<file path="src/rtl/spi_cmd_sequencer.sv">
// Command sequencer feeding the SPI master engine: TX command FIFO, one-at-a-time
// dispatch with a go/state handshake, and an RX FIFO collecting received bytes.
module spi_cmd_sequencer #(
    parameter int AW = 4
) (
    input  logic          rst,
    input  logic          clkin,
    input  logic [15:0]   cmd_data,
    input  logic          cmd_wr,
    output logic          cmd_full,
    output logic [AW:0]   cmd_level,
    output logic [7:0]    rd_data,
    input  logic          rd_req,
    output logic          rd_empty,
    output logic          busy,
    output logic          tx_ovf,
    output logic          rx_ovf,
    input  logic          clr_err,
    output logic          spi_go,
    output logic [15:0]   spi_data,
    input  logic          spi_state,
    input  logic [7:0]    spi_rx
);

    localparam int DEPTH = 1 << AW;

    typedef enum logic [2:0] {
        IDLE,
        ISSUE,
        WAIT_BUSY,
        WAIT_DONE,
        CAPTURE
    } state_t;

    state_t      state, state_nxt;

    logic [15:0] tx_mem [DEPTH];
    logic [7:0]  rx_mem [DEPTH];
    logic [AW:0] tx_wptr, tx_rptr;
    logic [AW:0] rx_wptr, rx_rptr;
    logic        tx_empty, rx_full;
    logic        tx_push, rx_pop;
    logic        load, rx_push;
    logic [15:0] tx_head;
    logic [1:0]  wait_cnt;

    // Pointers carry one extra wrap bit so full and empty are distinguishable.
    assign tx_empty  = (tx_wptr == tx_rptr);
    assign cmd_full  = (tx_wptr[AW] != tx_rptr[AW]) &&
                       (tx_wptr[AW-1:0] == tx_rptr[AW-1:0]);
    assign cmd_level = tx_wptr - tx_rptr;
    assign tx_head   = tx_mem[tx_rptr[AW-1:0]];

    assign rd_empty  = (rx_wptr == rx_rptr);
    assign rx_full   = (rx_wptr[AW] != rx_rptr[AW]) &&
                       (rx_wptr[AW-1:0] == rx_rptr[AW-1:0]);
    assign rd_data   = rx_mem[rx_rptr[AW-1:0]];

    assign tx_push   = cmd_wr && !cmd_full;
    assign rx_pop    = rd_req && !rd_empty;

    assign spi_go    = (state == ISSUE);
    assign busy      = (state != IDLE) || !tx_empty;

    // NOTE: storage arrays have no reset; only pointers define FIFO contents,
    // so clearing the array would only cost reset fan-out.
    always_ff @(posedge clkin) begin
        if (tx_push)
            tx_mem[tx_wptr[AW-1:0]] <= cmd_data;
        if (rx_push)
            rx_mem[rx_wptr[AW-1:0]] <= spi_rx;
    end

    // NOTE: sequential state uses non-blocking assignments so every register
    // samples pre-edge values regardless of block evaluation order.
    always_ff @(posedge clkin or posedge rst) begin
        if (rst) begin
            tx_wptr <= '0;
            tx_rptr <= '0;
            rx_wptr <= '0;
            rx_rptr <= '0;
        end else begin
            if (tx_push)
                tx_wptr <= tx_wptr + 1'b1;
            if (load)
                tx_rptr <= tx_rptr + 1'b1;
            if (rx_push)
                rx_wptr <= rx_wptr + 1'b1;
            if (rx_pop)
                rx_rptr <= rx_rptr + 1'b1;
        end
    end

    // A set event in the same cycle as clr_err wins.
    always_ff @(posedge clkin or posedge rst) begin
        if (rst) begin
            tx_ovf <= 1'b0;
            rx_ovf <= 1'b0;
        end else begin
            if (cmd_wr && cmd_full)
                tx_ovf <= 1'b1;
            else if (clr_err)
                tx_ovf <= 1'b0;
            if (rd_req && rd_empty)
                rx_ovf <= 1'b1;
            else if (clr_err)
                rx_ovf <= 1'b0;
        end
    end

    always_ff @(posedge clkin or posedge rst) begin
        if (rst) begin
            state    <= IDLE;
            spi_data <= 16'h0000;
            wait_cnt <= 2'd0;
        end else begin
            state    <= state_nxt;
            wait_cnt <= (state == WAIT_BUSY) ? wait_cnt + 2'd1 : 2'd0;
            // spi_data is only written on load, so it holds through the transfer.
            if (load)
                spi_data <= tx_head;
        end
    end

    // NOTE: every output of this block is defaulted first, so no path can
    // leave a signal unassigned and infer a latch.
    always_comb begin
        state_nxt = state;
        load      = 1'b0;
        rx_push   = 1'b0;
        case (state)
            IDLE: begin
                // A data command waits for RX space rather than being dropped.
                if (!tx_empty && !spi_state && (tx_head[15] || !rx_full)) begin
                    load      = 1'b1;
                    state_nxt = ISSUE;
                end
            end
            ISSUE:
                state_nxt = WAIT_BUSY;
            WAIT_BUSY: begin
                if (spi_state)
                    state_nxt = WAIT_DONE;
                else if (wait_cnt == 2'd3)
                    state_nxt = IDLE;
            end
            WAIT_DONE: begin
                if (!spi_state)
                    state_nxt = CAPTURE;
            end
            CAPTURE: begin
                rx_push   = !spi_data[15] && !rx_full;
                state_nxt = IDLE;
            end
            default:
                state_nxt = IDLE;
        endcase
    end

endmodule

</file>
<file path="config.mk">
export PLATFORM = sky130hd
export DESIGN_NAME = spi_cmd_sequencer
export DESIGN_NICKNAME = d
export VERILOG_FILES = /design/src/rtl/spi_cmd_sequencer.sv
export SDC_FILE = /design/constraint.sdc
export NUM_CORES = 1
export LEC_CHECK = 0
export ABC_AREA = 1
export CAP_MARGIN = 20
export CORE_MARGIN = 8
export CORE_UTILIZATION = 46
export DETAILED_ROUTE_END_ITERATION = 7
export PLACE_DENSITY_LB_ADDON = 0.25
export SKIP_LAST_GASP = 1
export SYNTH_ARGS = -nofsm -noshare
export SYNTH_HDL_FRONTEND = slang
export SYNTH_SLANG_ARGS = --single-unit
export TNS_END_PERCENT = 1
</file>
<file path="constraint.sdc">
create_clock -name clkin -period 3.1 [get_ports clkin]
set_clock_uncertainty 0.2 [all_clocks]
set_input_delay 0.62 -clock clkin [delete_from_list [all_inputs] [get_ports clkin]]
set_output_delay 0.62 -clock clkin [all_outputs]
set_load 0.02 [all_outputs]
</file>
Yosys cells after proc, flatten, opt, wreduce, memory -nomap -nowiden
Memory sizes are Yosys's and may differ from the RTL's. Index checks and enable logic that the tools add are counted.

Memories kept: 2. Bits in registers: 43. Bits in writable memories: 384. Word-level logic and storage cells: 69. Output and inout bits: 35.

Add/sub/neg operators: 6. Muxes and demuxes: 16. Equality and inequality tests: 14. Reductions and logical operators: 22.

Memories: tx_mem (depth 16, bits a word 16, rd ports 1, clocked after memory_dff 0, write ports 1, line 37) `logic [15:0] tx_mem [DEPTH];`; rx_mem (depth 16, bits a word 8, rd ports 1, clocked after memory_dff 0, write ports 1, line 38) `logic [7:0] rx_mem [DEPTH];`.

Operators by type and width (count): $add A5 B1 Y5 const B (4); $mux W3 (4); $pmux W3 S4 (1); $eq A5 B5 Y1 (2); $mux W1 (10); $logic_and A1 B1 Y1 (9); $eq A4 B4 Y1 (2); $eq A3 B2 Y1 const B (2); $logic_not A1 Y1 (6); $sub A5 B5 Y5 (1); $ne A2 B2 Y1 const B (2); $reduce_bool A2 Y1 (2); $eq A3 B1 Y1 const B (1); $eq A3 B3 Y1 const B (1); $logic_not A3 Y1 (1); $ne A3 B2 Y1 const B (1); $reduce_and A3 Y1 (1); $reduce_bool A3 Y1 (1); $add A2 B1 Y2 const B (1); $eq A2 B2 Y1 const B (1); $logic_or A1 B1 Y1 (2); $mux W2 (1); $ne A1 B1 Y1 (2).

Depth between registers and ports, before layout
Gate-level depths: netlist (run 1).

Depth in word-level cells: 7. Gate-level depth with buffers: 14. Depth with buffers taken out: 12.

Worst setup path before layout (run 1)
No wires, ideal clock.

Kind: register to register. From: register tx_rptr[1]. To: memory tx_mem[15][0], enable pin. Library setup time: 391 ps. Period minus slack after synthesis: 3078 ps. Stages on the path, launching flop included: 11. Slack: 22 ps. Data required time: 2509 ps. Arrival time: 2487 ps. Cells stage by stage: dfrtp_1 -> buf_4 -> inv_2 -> buf_2 -> buf_2 -> ha_1 -> nand4_1 -> nor2_2 -> nor2_4 -> nand2_1 -> nor2_1.

Cells in the longest elaborated chain, start to end: 6.

RTL lines: start, declared (line 39) `logic [AW:0] tx_wptr, tx_rptr;`; start signal, assigned (line 86) `tx_rptr <= tx_rptr + 1'b1;`; $eq A4 B4 Y1 (line 50) `(tx_wptr[AW-1:0] == tx_rptr[AW-1:0]);`; $logic_and A1 B1 Y1 (line 49) `assign cmd_full = (tx_wptr[AW] != tx_rptr[AW]) &&`; via cmd_full (line 10) `output logic cmd_full,`; $logic_not A1 Y1 (line 59) `assign tx_push = cmd_wr && !cmd_full;`; $logic_and A1 B1 Y1 (line 59); $mux W1 (line 68) `if (tx_push)`; $mux W1 (implied by the code) (line 69) `tx_mem[tx_wptr[AW-1:0]] <= cmd_data;`; end, declared (line 37).

The timed path passes the listed nets, and every way through them passes these cells.

Worst setup path after layout (run 1)
From: register rx_rptr[0]. To: output rd_data[3].

Cells in the longest elaborated chain, start to end: 1.

RTL lines: start, declared (line 40) `logic [AW:0] rx_wptr, rx_rptr;`; start signal, assigned (line 90) `rx_rptr <= rx_rptr + 1'b1;`; $mem_v2 Z16 W8; end, declared (line 12) `output logic [7:0] rd_data,`.

No other way between the ends.

==> results of run 1 <==
## worst max-delay path: cells and delay by family (launching register included)
kind            cells  cell delay (ns)
simple gates        3             0.37
compound gates      1             0.22
flops               1             0.44
buf+inv             3             0.90
## timing repair
action / in CTS / in global routing
resized for setup: 7 / 3
setup endpoints to repair: 35 / 38
buffers inserted: 4 / 0
## registers in the layout, summed over array words and instances, names as in the netlist
register,count
rx_mem,128
tx_ovf,1
state,3
wait_cnt,2
spi_data,16
tx_mem,256
rx_wptr,5
rx_rptr,5
rx_ovf,1
tx_wptr,5
tx_rptr,5
## where the power goes
group	total [mW]	internal [mW]	switching (mW)
logic	6.55	2.24	4.30
registers	7.19	6.89	0.296
clock network	4.91	2.77	2.14
## how the worst max path moves through the flow
| stage | start | slack, ns | to | cells past startpoint |
|---|---|---|---|---|
| 2_1_floorplan | tx_rptr[1] | 0.02 | tx_mem[15][0] | 10 |
| 3_3_place_gp | tx_rptr[0] | 0.004 | tx_rptr[0] | 14 |
| 3_5_place_dp | tx_rptr[0] | -0.06 | spi_data[13] | 14 |
| 4_1_cts | rx_rptr[0] | -0.25 | rd_data[0] | 7 |
| 5_1_grt | rx_rptr[0] | -0.32 | rd_data[0] | 7 |
| 6_report | rx_rptr[0] | -0.20 | rd_data[3] | 7 |
## layout by cell type (no fill, tap or decap), types with 3 or more instances in the layout
master	instances
sky130_fd_sc_hd__edfxtp_1	384
sky130_fd_sc_hd__nor2_1	235
sky130_fd_sc_hd__nand2_1	169
sky130_fd_sc_hd__o21ai_0	155
sky130_fd_sc_hd__buf_4	71
sky130_fd_sc_hd__clkdlybuf4s50_1	57
sky130_fd_sc_hd__nand3_1	56
sky130_fd_sc_hd__clkbuf_16	44
sky130_fd_sc_hd__inv_1	40
sky130_fd_sc_hd__dfrtp_1	39
sky130_fd_sc_hd__o22ai_1	30
sky130_fd_sc_hd__o221ai_1	29
sky130_fd_sc_hd__xor2_1	18
sky130_fd_sc_hd__o32ai_1	18
sky130_fd_sc_hd__nor2_2	17
sky130_fd_sc_hd__o211ai_1	17
sky130_fd_sc_hd__ha_1	15
sky130_fd_sc_hd__mux2i_1	14
sky130_fd_sc_hd__clkbuf_1	13
sky130_fd_sc_hd__clkinv_1	9
sky130_fd_sc_hd__inv_2	6
sky130_fd_sc_hd__dlygate4sd2_1	6
sky130_fd_sc_hd__xnor2_1	5
sky130_fd_sc_hd__clkinv_2	4
sky130_fd_sc_hd__nand3_2	4
sky130_fd_sc_hd__a21oi_1	4
sky130_fd_sc_hd__o21ai_1	4
sky130_fd_sc_hd__clkinv_4	4
sky130_fd_sc_hd__clkinvlp_4	4
sky130_fd_sc_hd__buf_12	4
sky130_fd_sc_hd__nand4_1	3
sky130_fd_sc_hd__nor3_1	3
sky130_fd_sc_hd__buf_6	3
sky130_fd_sc_hd__dfrtp_2	3
## per-stage QoR
stage | total power, mW | std cells | instance area (um2) | util [%] | setup slack [ns]
2_1_floorplan | 11.3 | 1354 | 17300 | - | 0.0223
3_3_place_gp | 13.9 | 1894 | 18800 | 50.4 | 0.00365
3_5_place_dp | 13.9 | 1894 | 18800 | 50.4 | -0.0577
4_1_cts | 18.8 | 1977 | 20200 | 54.0 | -0.253
5_1_grt | 19.7 | 1978 | 20200 | 54.0 | -0.322
6_report | 18.6 | 1979 | 20200 | 54.0 | -0.201
## layout make-up
class | count | share of cell area [%]
sequential | 427 | 62.6
multi-input combinational | 803 | 20.5
timing repair buffer | 143 | 6.38
clock buffer | 59 | 5.84
tap | 474 | 2.94
inverter | 51 | 0.956
clock inverter | 20 | 0.807
antenna | 2 | 0.0248
## per-layer routing
metal | GRT usage [%] | up-vias | share of wire (%)
met2 | 32.6 | 346 | 50
met3 | 3.04 | 80 | 5.5
met4 | 7.56 | 2 | 3.4
li1 | - | 5107 | -
met5 | 0 | - | 0.036
met1 | 23.6 | 5384 | 41
## cells by family after synthesis
logic type / Yosys count / share of synthesized area, %
AND/OR/NAND/NOR: 492 / 11.5
AO/OA/AOI/OAI: 257 / 8.94
adder cells (fa/ha/maj): 16 / 1.20
buffers and inverters: 124 / 3.21
multiplexers: 15 / 0.877
flip-flops: 427 / 73.1
XOR/XNOR: 23 / 1.17
==> summary.txt, run 1 <==
STA
  • Highest attainable clock frequency: 0.303 GHz
  • Final Hold Fails: 0
  • Pin slew with the least headroom to its limit: just over 0.9 ns
  • Setup violators final: 12
  • Setup repair after global routing missed its margin: yes
  • Setup tns final: -1.56 ns
  • Post-route setup slack: -0.201 ns
  • Crit path time final: ~3.3 ns
  • Final period utilization: 106%
  • Number of max-slew violations in the final report: 0
  • Slew headroom: just under 40%
  • WHS: roughly 0.16 ns

Synth
  • Synth area leader: sky130_fd_sc_hd__edfxtp_1
  • Number of register bits inferred by synthesis: 427
  • Top post-synthesis cells by count: 384 x sky130_fd_sc_hd__edfxtp_1, 251 x sky130_fd_sc_hd__nor2_1, 169 x sky130_fd_sc_hd__nand2_1
  • Syn. warnings: 0
  • Average footprint of a synthesized cell: between 10 and 15 um2
  • Gate count of the mapped netlist: about 1400
  • Leading cell types by total area after synthesis: sky130_fd_sc_hd__edfxtp_1 67%, sky130_fd_sc_hd__dfrtp_1 6.2%, sky130_fd_sc_hd__nor2_1 5.5%
  • Count leader, synth: sky130_fd_sc_hd__edfxtp_1
  • Fraction of the yosys area taken by sequential cells: around three quarters
  • Fraction of synthesis flops using an asynchronous set or reset pin: 10.1%
  • Proportion of netlist area held by the largest area contributor: between 60% and 70%
  • Syn Nets: 1400
  • Unique masters post-synth: 36
  • Number of enable flip-flop cells after synthesis: around 380
  • Primary FF master, synth: sky130_fd_sc_hd__edfxtp_1
  • Netlist area before placement: 17300 um2

Setup path
  • Register-to-register setup slack: around 0.15 ns
  • Length in cells of the worst reg-to-reg path: 14
  • Ordered list of cells on the worst path: clkinv_1 -> buf_12 -> nor2_1 -> o221ai_1 -> nand3_1 -> nand3_1 -> clkdlybuf4s50_1
  • Kind of critical path: reg -> out
  • Top cell by count, worst path: sky130_fd_sc_hd__nand3_1
  • Worst endpoint data arrival time: between 2 and 2.5 ns
  • Launch point of the worst reg-to-reg path: tx_rptr[0]
  • Category of the worst setup path launch point: flip-flop
  • Worst path required time: 2.28 ns
  • Largest fanout on the critical path: 21
  • CP Capture Type: output port
  • Cell with the largest stage delay on the worst path: sky130_fd_sc_hd__clkdlybuf4s50_1
  • Max stage delay on crit path: about 0.6 ns
  • Reg-to-Reg End: spi_data[5]

CTS
  • Buffer levels on the longest clock path: 3
  • TritonCTS clock tree: done
  • Hold Buf Count CTS: 0
  • CTS sink count: 427
  • Clock slew at reported path FFs: around 0.060 ns
  • Cts bufs inserted: 43
  • Clock root buffer: sky130_fd_sc_hd__clkbuf_16
  • Insertion delay of the later-clocked pin in the worst-skew pair: 0.55 ns
  • Number of H-tree levels: 2

GRT
  • Leftover overflow at the end of global routing: 0
  • Pin count of the biggest net entering global routing: 94
  • Number of global-route vias before repair: ~11000
  • First-pass GRT wire length: approximately 64000 um
  • Total routing usage reported by global routing: a little under a fifth
  • Initial antenna violation count: 3

Drt
  • DR WL/cell: about 21 um
  • DRT Pass-1 Iters: 5
  • Antenna-violating nets left: 0
  • Mean number of vias per cell: ~5.5
  • Detailed-route via count: 10919
  • Remaining routing DRC violations: 0
  • Routed wire length: between 40000 and 50000 um
  • Starting DRT DRC Count: a little over 900

Floorplan
  • Core region area: approximately 37000 um2
  • Overall die width: approximately 210 um
  • Core Rows: 71
  • Starting utilization of the core area: 46.2%
  • Die height: ~210 um
  • Number of top-level pins: 65
  • Die Area: approximately 44000 um2

Finish
  • Syn-to-layout area delta: 16.9%
  • FF+latch area: 12600 um2
  • Number of filler cells placed in the layout: between 3000 and 4000
  • Share of final-layout standard cells stronger than drive strength 1: roughly an eighth
  • Area of combinational cells with multiple inputs: approximately 4100 um2
  • Count of nets after finishing: 1515

Placed design
  • Number of buffers added on ports: between 60 and 70
  • Placer congestion estimate: between 0.7 and 0.8
  • Half-perimeter wire length after detailed placement: 25000 um

Job
  • Number of max-cap violations: 0

Status
  • Violated checks: negative setup slack
  • Status: finished with violations

Hold path
  • Min-Delay Path Class: in -> async

Pwr
  • Standby leakage power: roughly 7 nW
  • Ratio of total power to cell area: 925 nW/um2
  • Maximum ir drop on the vdd rail: approximately 0.48 mV
Note: power is estimated with default switching activity, not from simulation.
==> inputs of run 2 (changes only) <==
- PLACE_DENSITY: not set -> 0.74
- PLACE_DENSITY_LB_ADDON: 0.25 -> not set
==> summary.txt, run 2 (synthesized netlist as in run 1, its figures left out) <==
CTS
  • Clock root buffer: sky130_fd_sc_hd__clkbuf_16
  • Buffer levels on the longest clock path: 3
  • TritonCTS clock tree: done
  • Insertion delay of the later-clocked pin in the worst-skew pair: between 0.5 and 0.6 ns
  • Cts bufs inserted: 43
  • Clock slew at reported path FFs: approximately 0.060 ns
  • CTS sink count: approximately 430
  • Hold Buf Count CTS: 0
  • Number of H-tree levels: 2

Drt
  • Antenna-violating nets left: 0
  • Uppermost routed layer: met5
  • DR WL/cell: 21.0 um
  • Met3 wire length: 3590 um
  • DRT Pass-1 Iters: 5
  • Metal2 WL: about 19000 um
  • Routed wire length: ~41000 um
  • Remaining routing DRC violations: 0
  • Starting DRT DRC Count: around 1200
  • Detailed-route via count: about 11000
  • Mean number of vias per cell: between 5 and 6
  • Total routed wire length on the met1 layer: approximately 17000 um

Finish
  • Count of nets after finishing: around 1500
  • Syn-to-layout area delta: 17.6%
  • Commonest non-fill, non-tap cell in the layout: sky130_fd_sc_hd__edfxtp_1
  • FF+latch area: ~13000 um2
  • Flip-flop count of the largest register, all copies and words added: about 260
  • Share of final-layout standard cells stronger than drive strength 1: roughly 11%
  • Most frequent cells in the layout: 384 x sky130_fd_sc_hd__edfxtp_1, 239 x sky130_fd_sc_hd__nor2_1, 169 x sky130_fd_sc_hd__nand2_1, 155 x sky130_fd_sc_hd__o21ai_0, 56 x sky130_fd_sc_hd__nand3_1
  • Fraction of the core area covered by cells at the end of the flow: between 50% and 60%
  • Area of combinational cells with multiple inputs: 4130 um2
  • Number of filler cells placed in the layout: about 3000

Placed design
  • Half-perimeter wire length after detailed placement: roughly 24000 um
  • Placer congestion estimate: 0.835
  • Number of buffers added on ports: 64

Pwr
  • Power share of the clock group: 28.5%
  • Design internal power: around 12 mW
  • Gate power share: between 30% and 40%
  • Ratio of total power to cell area: ~940 nW/um2
  • Switch share: 35.3%
  • Reported net switching power: between 6 and 7 mW
  • Standby leakage power: a little over 7 nW
  • Total power draw: approximately 19 mW
  • Share of total power in sequential cells: ~38%
  • Maximum ir drop on the vdd rail: 0.548 mV

STA
  • Setup repair after global routing missed its margin: yes
  • Final Hold Fails: 0
  • Highest attainable clock frequency: between 0.3 and 0.4 GHz
  • Setup tns final: -1.34 ns
  • Pin slew with the least headroom to its limit: 0.894 ns
  • Crit path time final: 3.31 ns
  • Final period utilization: 107%
  • Post-route setup slack: -0.212 ns
  • Slew headroom: approximately two fifths
  • Number of max-slew violations in the final report: 0
  • Setup violators final: 11

Setup path
  • Worst path required time: approximately 2.3 ns
  • Largest fanout on the critical path: 2
  • Ordered list of cells on the worst path: ha_1 -> fa_1 -> xnor2_1 -> clkdlybuf4s50_1
  • Kind of critical path: reg -> out
  • Category of the worst setup path launch point: flip-flop
  • Length in cells of the worst reg-to-reg path: 8
  • Max stage delay on crit path: roughly 0.65 ns
  • Cell with the largest stage delay on the worst path: sky130_fd_sc_hd__clkdlybuf4s50_1
  • Worst endpoint data arrival time: between 2 and 2.5 ns
  • CP Capture Type: output port

Hold path
  • Min-Delay Path Class: in -> async

Floorplan
  • Overall die width: around 210 um
  • Die height: 210 um
  • Core region area: ~37000 um2
  • Starting utilization of the core area: a little under half
  • Number of top-level pins: 65
  • Core Rows: 71
  • Die Area: between 40000 and 50000 um2

GRT
  • First-pass GRT wire length: roughly 63000 um
  • Pin count of the biggest net entering global routing: 96
  • Leftover overflow at the end of global routing: 0
  • Initial antenna violation count: 1
  • Number of global-route vias before repair: between 10000 and 15000
  • Total routing usage reported by global routing: 18.3%

Status
  • Status: finished with violations
  • Violated checks: negative setup slack

Job
  • Number of max-cap violations: 0
## run 2: cell count changes in the layout (fill, tap and decap cells not counted), moves of 3 or more
cell,change
sky130_fd_sc_hd__clkbuf_1,-6
sky130_fd_sc_hd__buf_6,-3
sky130_fd_sc_hd__nor2_1,+4
sky130_fd_sc_hd__buf_4,-16
sky130_fd_sc_hd__buf_12,+5
sky130_fd_sc_hd__nor2_2,-4
sky130_fd_sc_hd__bufinv_16,+5
## run 2: path summary, 6_finish.rpt
path | startpoint | endpoint | slack, ns
max | tx_rptr[0] | cmd_level[2] | -0.21
min | rst | state[0] | 0.05
max reg2reg | tx_rptr[0] | spi_data[14] | 0.29
min reg2reg | wait_cnt[0] | wait_cnt[0] | 0.24
max in group asynchronous | rst | spi_data[4] | 2.09
min in group clkin | wait_cnt[0] | wait_cnt[0] | 0.24
## run 2: worst max-delay path: cells and delay by family, from the launching register on
kind	cells	cell delay [ns]
buffers and inverters	1	0.65
XOR/XNOR	1	0.21
flip-flops	1	0.48
adder cells (fa/ha/maj)	2	0.61
## run 2: power by group through the flow
stage,Sequential (mW),Combinational [mW],Clock [mW]
final,7.18,6.44,5.43
after global routing,7.23,7.05,5.73
after CTS,7.18,6.41,5.51
after detailed placement,7.29,6.43,0
after global placement,7.27,6.27,0
after floorplan,7.35,4.00,0
## run 2: cell type report
cell class	count	area share (%)
Clock buffer	56	5.95
Tap cell	474	2.92
Sequential cell	427	62.2
Clock inverter	24	1.44
Inverter	51	0.950
Timing Repair Buffer	129	6.19
Antenna cell	1	0.0123
Multi-Input combinational cell	803	20.4
## run 2: timing repair
action                     in CTS  in global routing
pin swaps                       0                  0
cloned                          0                  1
setup endpoints to repair      15                 15
setup buffers                   0                  0
resized for setup               8                  2
## run 2: through the flow
step | std cells | cell area, um2 | hold WS [ns] | setup WS (ns)
2_1_floorplan | 1354 | 17300 | 0.209 | 0.0223
3_3_place_gp | 1883 | 18800 | 0.220 | 0.216
3_5_place_dp | 1883 | 18800 | 0.239 | 0.171
4_1_cts | 1963 | 20300 | 0.0321 | -0.258
5_1_grt | 1964 | 20300 | 0.0457 | -0.324
6_report | 1965 | 20300 | 0.0456 | -0.212
## run 2: layer usage
layer / global-route usage (%) / up-vias
li1: - / 5093
met1: 24.6 / 5534
met2: 29.1 / 485
met3: 4.15 / 81
met4: 6.76 / 2
met5: 0 / -
==> edit 1, RTL diff (flow settings as in run 2) <==
Make the reset (`rst`) synchronous in 3 clocked blocks.
--- a/src/rtl/spi_cmd_sequencer.sv
+++ b/src/rtl/spi_cmd_sequencer.sv
@@ -75,3 +75,3 @@
     // samples pre-edge values regardless of block evaluation order.
-    always_ff @(posedge clkin or posedge rst) begin
+    always_ff @(posedge clkin) begin
         if (rst) begin
@@ -94,3 +94,3 @@
     // A set event in the same cycle as clr_err wins.
-    always_ff @(posedge clkin or posedge rst) begin
+    always_ff @(posedge clkin) begin
         if (rst) begin
@@ -110,3 +110,3 @@
 
-    always_ff @(posedge clkin or posedge rst) begin
+    always_ff @(posedge clkin) begin
         if (rst) begin
Formal check against the unedited RTL: differs if rst is asserted again (counterexample within 4 cycles, from zero or initial values and one cycle with rst high); with rst held inactive, the same outputs for 10 cycles.
==> edit 1 against run 2 <==
  * The flow still finishes with violations (negative setup slack)
  * Routed wire length down 2.5%
  * Final cell count increased by 3.9%
  * Combinational power decreased by 48%
  * Power decreased by 21%
  * Area after synthesis is 1.4% higher
  * Sequential cell count is 8 higher
  * Worst setup slack improved by 48 ps
  * First-iteration DRC count shrank 12%
  * Sequential power decreased by 6.4%
  * Final area increased by 0.36%
==> edit 1: results (changes against run 2) <==
Cells and area
  – Nonclk inv count: 94 (+84%)
  – Clk_buf instances: 61 (+8.9%)
  – Comb_multi_in: 790 (-1.6%)
  – Fill cell total of the finished layout: 3080 (+4.2%)
  – Area occupied by multi-input gates: 4280 um2 (+3.6%)
  – Buffering overhead: 5.76% (-0.42 points)
  – Share of cells above drive strength 1: 10.1% (-0.87 points)
  – # diodes: 1 (unchanged)
  – Final #Nets: 1540 (+2.6%)
  – Clock-cell share: 6.62% (-0.77 points)
  – Register area: 12600 um2 (-0.41%)
  – Buffers excl. clock: 130 (+0.78%)

Timing
  – Worst-Margin Slew: 878 ps (-15.9 ps)
  – Final WS setup: -164 ps (+48.1 ps)
  – Final setup fails: 10 (-1)

Clocking
  – H-tree depth: 2 (unchanged)
  – Root Driver: clkbuf_16
  – Worst skew pair latency: 570 ps
  – Bufs on Longest Clock Path: 3 (unchanged)
  – Worst-path clk slew: 60 ps (about the same)
  – Total CTS buffers: 43 (unchanged)

Drt
  – Routed len/inst: 19.7 um (-6.1%)
  – Post-Route WL: 40.2 mm (-2.5%)
  – DR iter-0 viols: 1072 (-12%)
  – Via/cell ratio: 5.52 (-3.1%)

Power
  – Logic power comb: 3.37 mW (-48%)
  – Internal power: 10.5 mW (-15%)
  – Net Switching: 4.49 mW (-33%)
  – Seq pwr share: 44.7% (+7.0 points)
  – Leakage Power: 6.94 nW (-3.7%)
  – Peak supply drop: 508 uV (-7.2%)

Logic synthesis
  – Sequential-to-total area share from yosys stat: 71.7% (-1.3 points)
  – Synth Instances: 1398 (+3.2%)
  – Asr flop ratio synth: 0% (-10 points)
  – Synth Register Bits: 435 (+1.9%)
  – Largest cells by area after synthesis: edfxtp_1 (66%), dfxtp_1 (5.8%), o21ai_0 (4.6%)
  – Netlist cell types: 37 (+2.8%)
  – Yosys warning count: 0 (unchanged)
  – Post-synth EDFFs: 384 (unchanged)
  – Synth top cells by count: edfxtp_1 (384), nor2_1 (208), o21ai_0 (162)

Setup path
  – Crit path DAT: 2440 ps (-50 ps)
  – Worst Reg-to-Reg Cells: 9 (+1)
  – Crit-path max FO: 4 (+2)
  – Crit path max-delay cell type: clkdlybuf4s50_1

Worst hold path
  – Worst hold path type: reg2reg
  – Hold Path Depth: 1

Run status
  – Status: finished with violations
  – Failing checks: negative setup slack

Placement
  – DP HPWL: 24.0 mm (+1.2%)
  – Placed cell count: 1958 (+4.0%)
  – Port Buf Inserts: 64 (unchanged)
  – Placer Congestion: 0.816 (-2.3%)
  – Pre-CTS WS: 237 ps (+66.5 ps)

GRT
  – Global-route wire length before repair: 62.4 mm (-1.1%)
  – Total track usage: 17.9% (-0.46 points)
  – Vias in the first global route: 11.2k (+1.2%)
  – Pin count of the biggest net entering global routing: 105 (+9.4%)
  – Initial antenna violation count: 1 (unchanged)
[edit 1: cell count changes after synthesis, sizes merged, moves of 13 or more]
cell    before  now
nand2      169  123
dfrtp       43    0
a21oi        4   54
nor2       253  208
o211ai      17   52
dfxtp        0   51
clkbuf      39   55
o32ai       18    0
o22ai       30   17
inv         47   93
mux2i       14   32
[edit 1: cells by family (layout without fill, tap and decap cells)]
group,Yosys count,in the layout,share of synthesized area [%]
flops,435,435,71.7
simple gates,397,397,9.30
compound gates,333,333,11.3
buf+inv,173,304,4.05
mux,32,32,1.83
fa+ha+maj,16,16,1.19
xor+xnor,12,12,0.601
other cells,0,1,0
[edit 1: path summary, 6_finish.rpt]
check / end / start / slack (ps)
worst max-delay path: cmd_full / tx_wptr[0] / -160
worst min-delay path: wait_cnt[0] / wait_cnt[0] / 230
worst max register to register: spi_data[12] / tx_wptr[0] / 510
worst min register to register: wait_cnt[0] / wait_cnt[0] / 230
[edit 1: routing by layer]
layer / global-route usage, % / up-vias / share of wire, %
met3: 3.13 / 76 / 7.3
met4: 6.15 / 0 / 2.7
met1: 22.3 / 5488 / 40
met2: 31.1 / 442 / 50
li1: - / 5259 / -
met5: 0 / - / 0
[edit 1: timing repair]
| item | CTS | global route |
|---|---|---|
| resized for setup | 5 | 2 |
| setup buffers | 2 | 0 |
| setup endpoints to repair | 14 | 14 |
| endpoints found under the hold margin | 0 | 0 |
[edit 1: critical path, delay by kind of cell, from the launching register on]
family | cells | cell delay [ps]
DFF | 1 | 390
and+or+nand+nor | 2 | 400
adders and majority gates | 1 | 350
buffers and inverters | 2 | 760
[edit 1: through the flow]
stage,TNS [ps],area (um2),hold WS (ps)
after floorplan,0,17500,197
after global placement,0,19000,205
after detailed placement,0,19000,222
after CTS,-1700,20400,230
after global routing,-2480,20400,256
final,-1060,20400,227
==> edit 2, RTL diff (config.mk and constraints of run 2) <==
Without the edit above. Change the parameter `AW` from 4 to 5.
--- a/src/rtl/spi_cmd_sequencer.sv
+++ b/src/rtl/spi_cmd_sequencer.sv
@@ -3,3 +3,3 @@
 module spi_cmd_sequencer #(
-    parameter int AW = 4
+    parameter int AW = 5
 ) (
Ports: changed (resized cmd_level); port bits go from 65 to 66. No check against the original RTL was run, so the function may have changed too.
==> edit 2 against run 2 <==
  * First-iteration DRC count grew 130%
  * Final area grew 89%
  * Die area grew 82%
  * The flow still finishes with violations (negative setup slack)
  * Sequential cell count grew 388
  * Largest power group unchanged
  * Largest cell class unchanged
  * Area after synthesis grew 90%
  * Worst setup slack lost 37 ps
  * Count of clock-buffer cells in the layout grew 45
  * Sequential power grew 82%
  * Clock power grew 86%
  * Routed wire length grew 100%
  * Power grew 86%
==> edit 2: results (changes against run 2) <==
Clocking
  – Worst skew pair latency: 640 ps (+80 ps)
  – Total CTS buffers: 84 (+95%)
  – Root Driver: clkbuf_16
  – Post-CTS Setup Repair Bufs: 4 (+4)
  – H-tree depth: 3 (+1)
  – Post-CTS Hold Fix Bufs: 1 (+1)

Logic synthesis
  – Synth Area in Compound Gates: 10.4% (+1.5 points)
  – Synth Area in XOR/XNOR: 0.694% (-0.47 points)
  – Synthesized Nets: 2669 (+91%)
  – Post-synth EDFFs: 768 (+100%)
  – Sequential-to-total area share from yosys stat: 73.9% (+0.79 points)
  – Netlist cell types: 30 (-17%)
  – Syn Area/Cell: 12.5 um2 (-1.8%)
  – Post-synthesis mux area share: 0% (-0.88 points)
  – Synth top cells by count: edfxtp_1 (768), nor2_1 (451), o21ai_0 (378)

Cells and area
  – Final #Nets: 2820 (+88%)
  – Register area: 24200 um2 (+92%)
  – Non-Filler Instances: 3792 (+93%)
  – Flip-flop count of the largest register after layout: 512 (+100%)
  – Share of cells above drive strength 1: 11.8% (+0.88 points)

Timing
  – Fin Setup TNS: -2760 ps (-1420 ps)
  – Slew headroom: 36.0% (-4.4 points)
  – Final WS setup: -249 ps (-37.1 ps)
  – Final setup fails: 15 (+4)

Placement
  – Placed Area: 35200 um2 (+88%)
  – Placed cell count: 3624 (+92%)
  – Placer Congestion: 0.841 (+0.72%)

GRT
  – Initial antenna violation count: 0 (-1)
  – Total track usage: 20.2% (+1.9 points)
  – Pin count of the biggest net entering global routing: 129 (+34%)

Power
  – Leakage Power: 13.4 nW (+86%)
  – Net Sw Frac: 36.6% (+1.4 points)
  – Peak supply drop: 658 uV (+20%)

Drt
  – Vias: 22.1k (+97%)
  – Routed len/inst: 22.2 um (+5.8%)
  – Detailed Routing Iterations Pass 1: 7 (+2)
  – DR iter-0 viols: 2766 (+130%)

Setup path
  – Crit path largest cell delay: 580 ps (-70 ps)
  – Crit path DAT: 2530 ps (+40 ps)

Run status
  – Failing checks: negative setup slack
  – Status: finished with violations

Worst hold path
  – Worst hold path type: reg2reg
## edit 2: power by group through the flow
stage                     Clock, mW  Combinational [mW]  Sequential, mW
after CTS                      10.2                12.0            13.1
after floorplan                   0                7.11            13.3
after global routing           10.6                13.4            13.2
final                          10.1                12.3            13.1
after detailed placement          0                11.5            13.3
after global placement            0                11.2            13.2
## edit 2: per-layer routing
layer | up-vias | wire, um | global-route usage [%]
li1 | 9777 | - | -
met1 | 10800 | 32300 | 26.2
met2 | 1343 | 40400 | 33.3
met3 | 227 | 7820 | 3.56
met4 | 0 | 3510 | 8.96
met5 | - | 0 | 0
## edit 2: worst paths after layout
kind                             startpoint          end  slack, ps
worst max-delay path             rx_rptr[0]   rd_data[4]       -250
worst min-delay path            wait_cnt[0]  wait_cnt[0]        240
worst max register to register   tx_rptr[0]   tx_rptr[0]         40
worst min register to register  wait_cnt[0]  wait_cnt[0]        240
max in group asynchronous               rst   tx_rptr[1]       1480
min in group asynchronous               rst       rx_ovf        560
## edit 2: worst reg2reg max path, stage by stage, from the launching register on
cell	delay [ps]
dfrtp_4	420
buf_12	280
buf_4	630
nand2_1	110
nand2_1	90
nand2_1	50
nand3_1	130
nand3_1	100
nand2_1	190
nand2_1	140
nand2_2	120
nand3_4	110
inv_4	220
nand2_1	90
nand2_1	110
## edit 2: cell families after synthesis
family | Yosys count
buf+inv | 265
flops | 815
xor+xnor | 26
simple gates | 909
compound gates | 590
fa+ha+maj | 17
## edit 2: area by class of cell
| class | count | share of cell area, % |
|---|---|---|
| well taps | 950 | 3.09 |
| multi-input cells | 1542 | 19.8 |
| inverters | 106 | 1.09 |
| flip-flops and latches | 815 | 63.1 |
| repair buffers | 223 | 5.65 |
| repair inverters | 1 | 0.0228 |
| clock buffers | 101 | 5.91 |
| clock inverters | 54 | 1.36 |
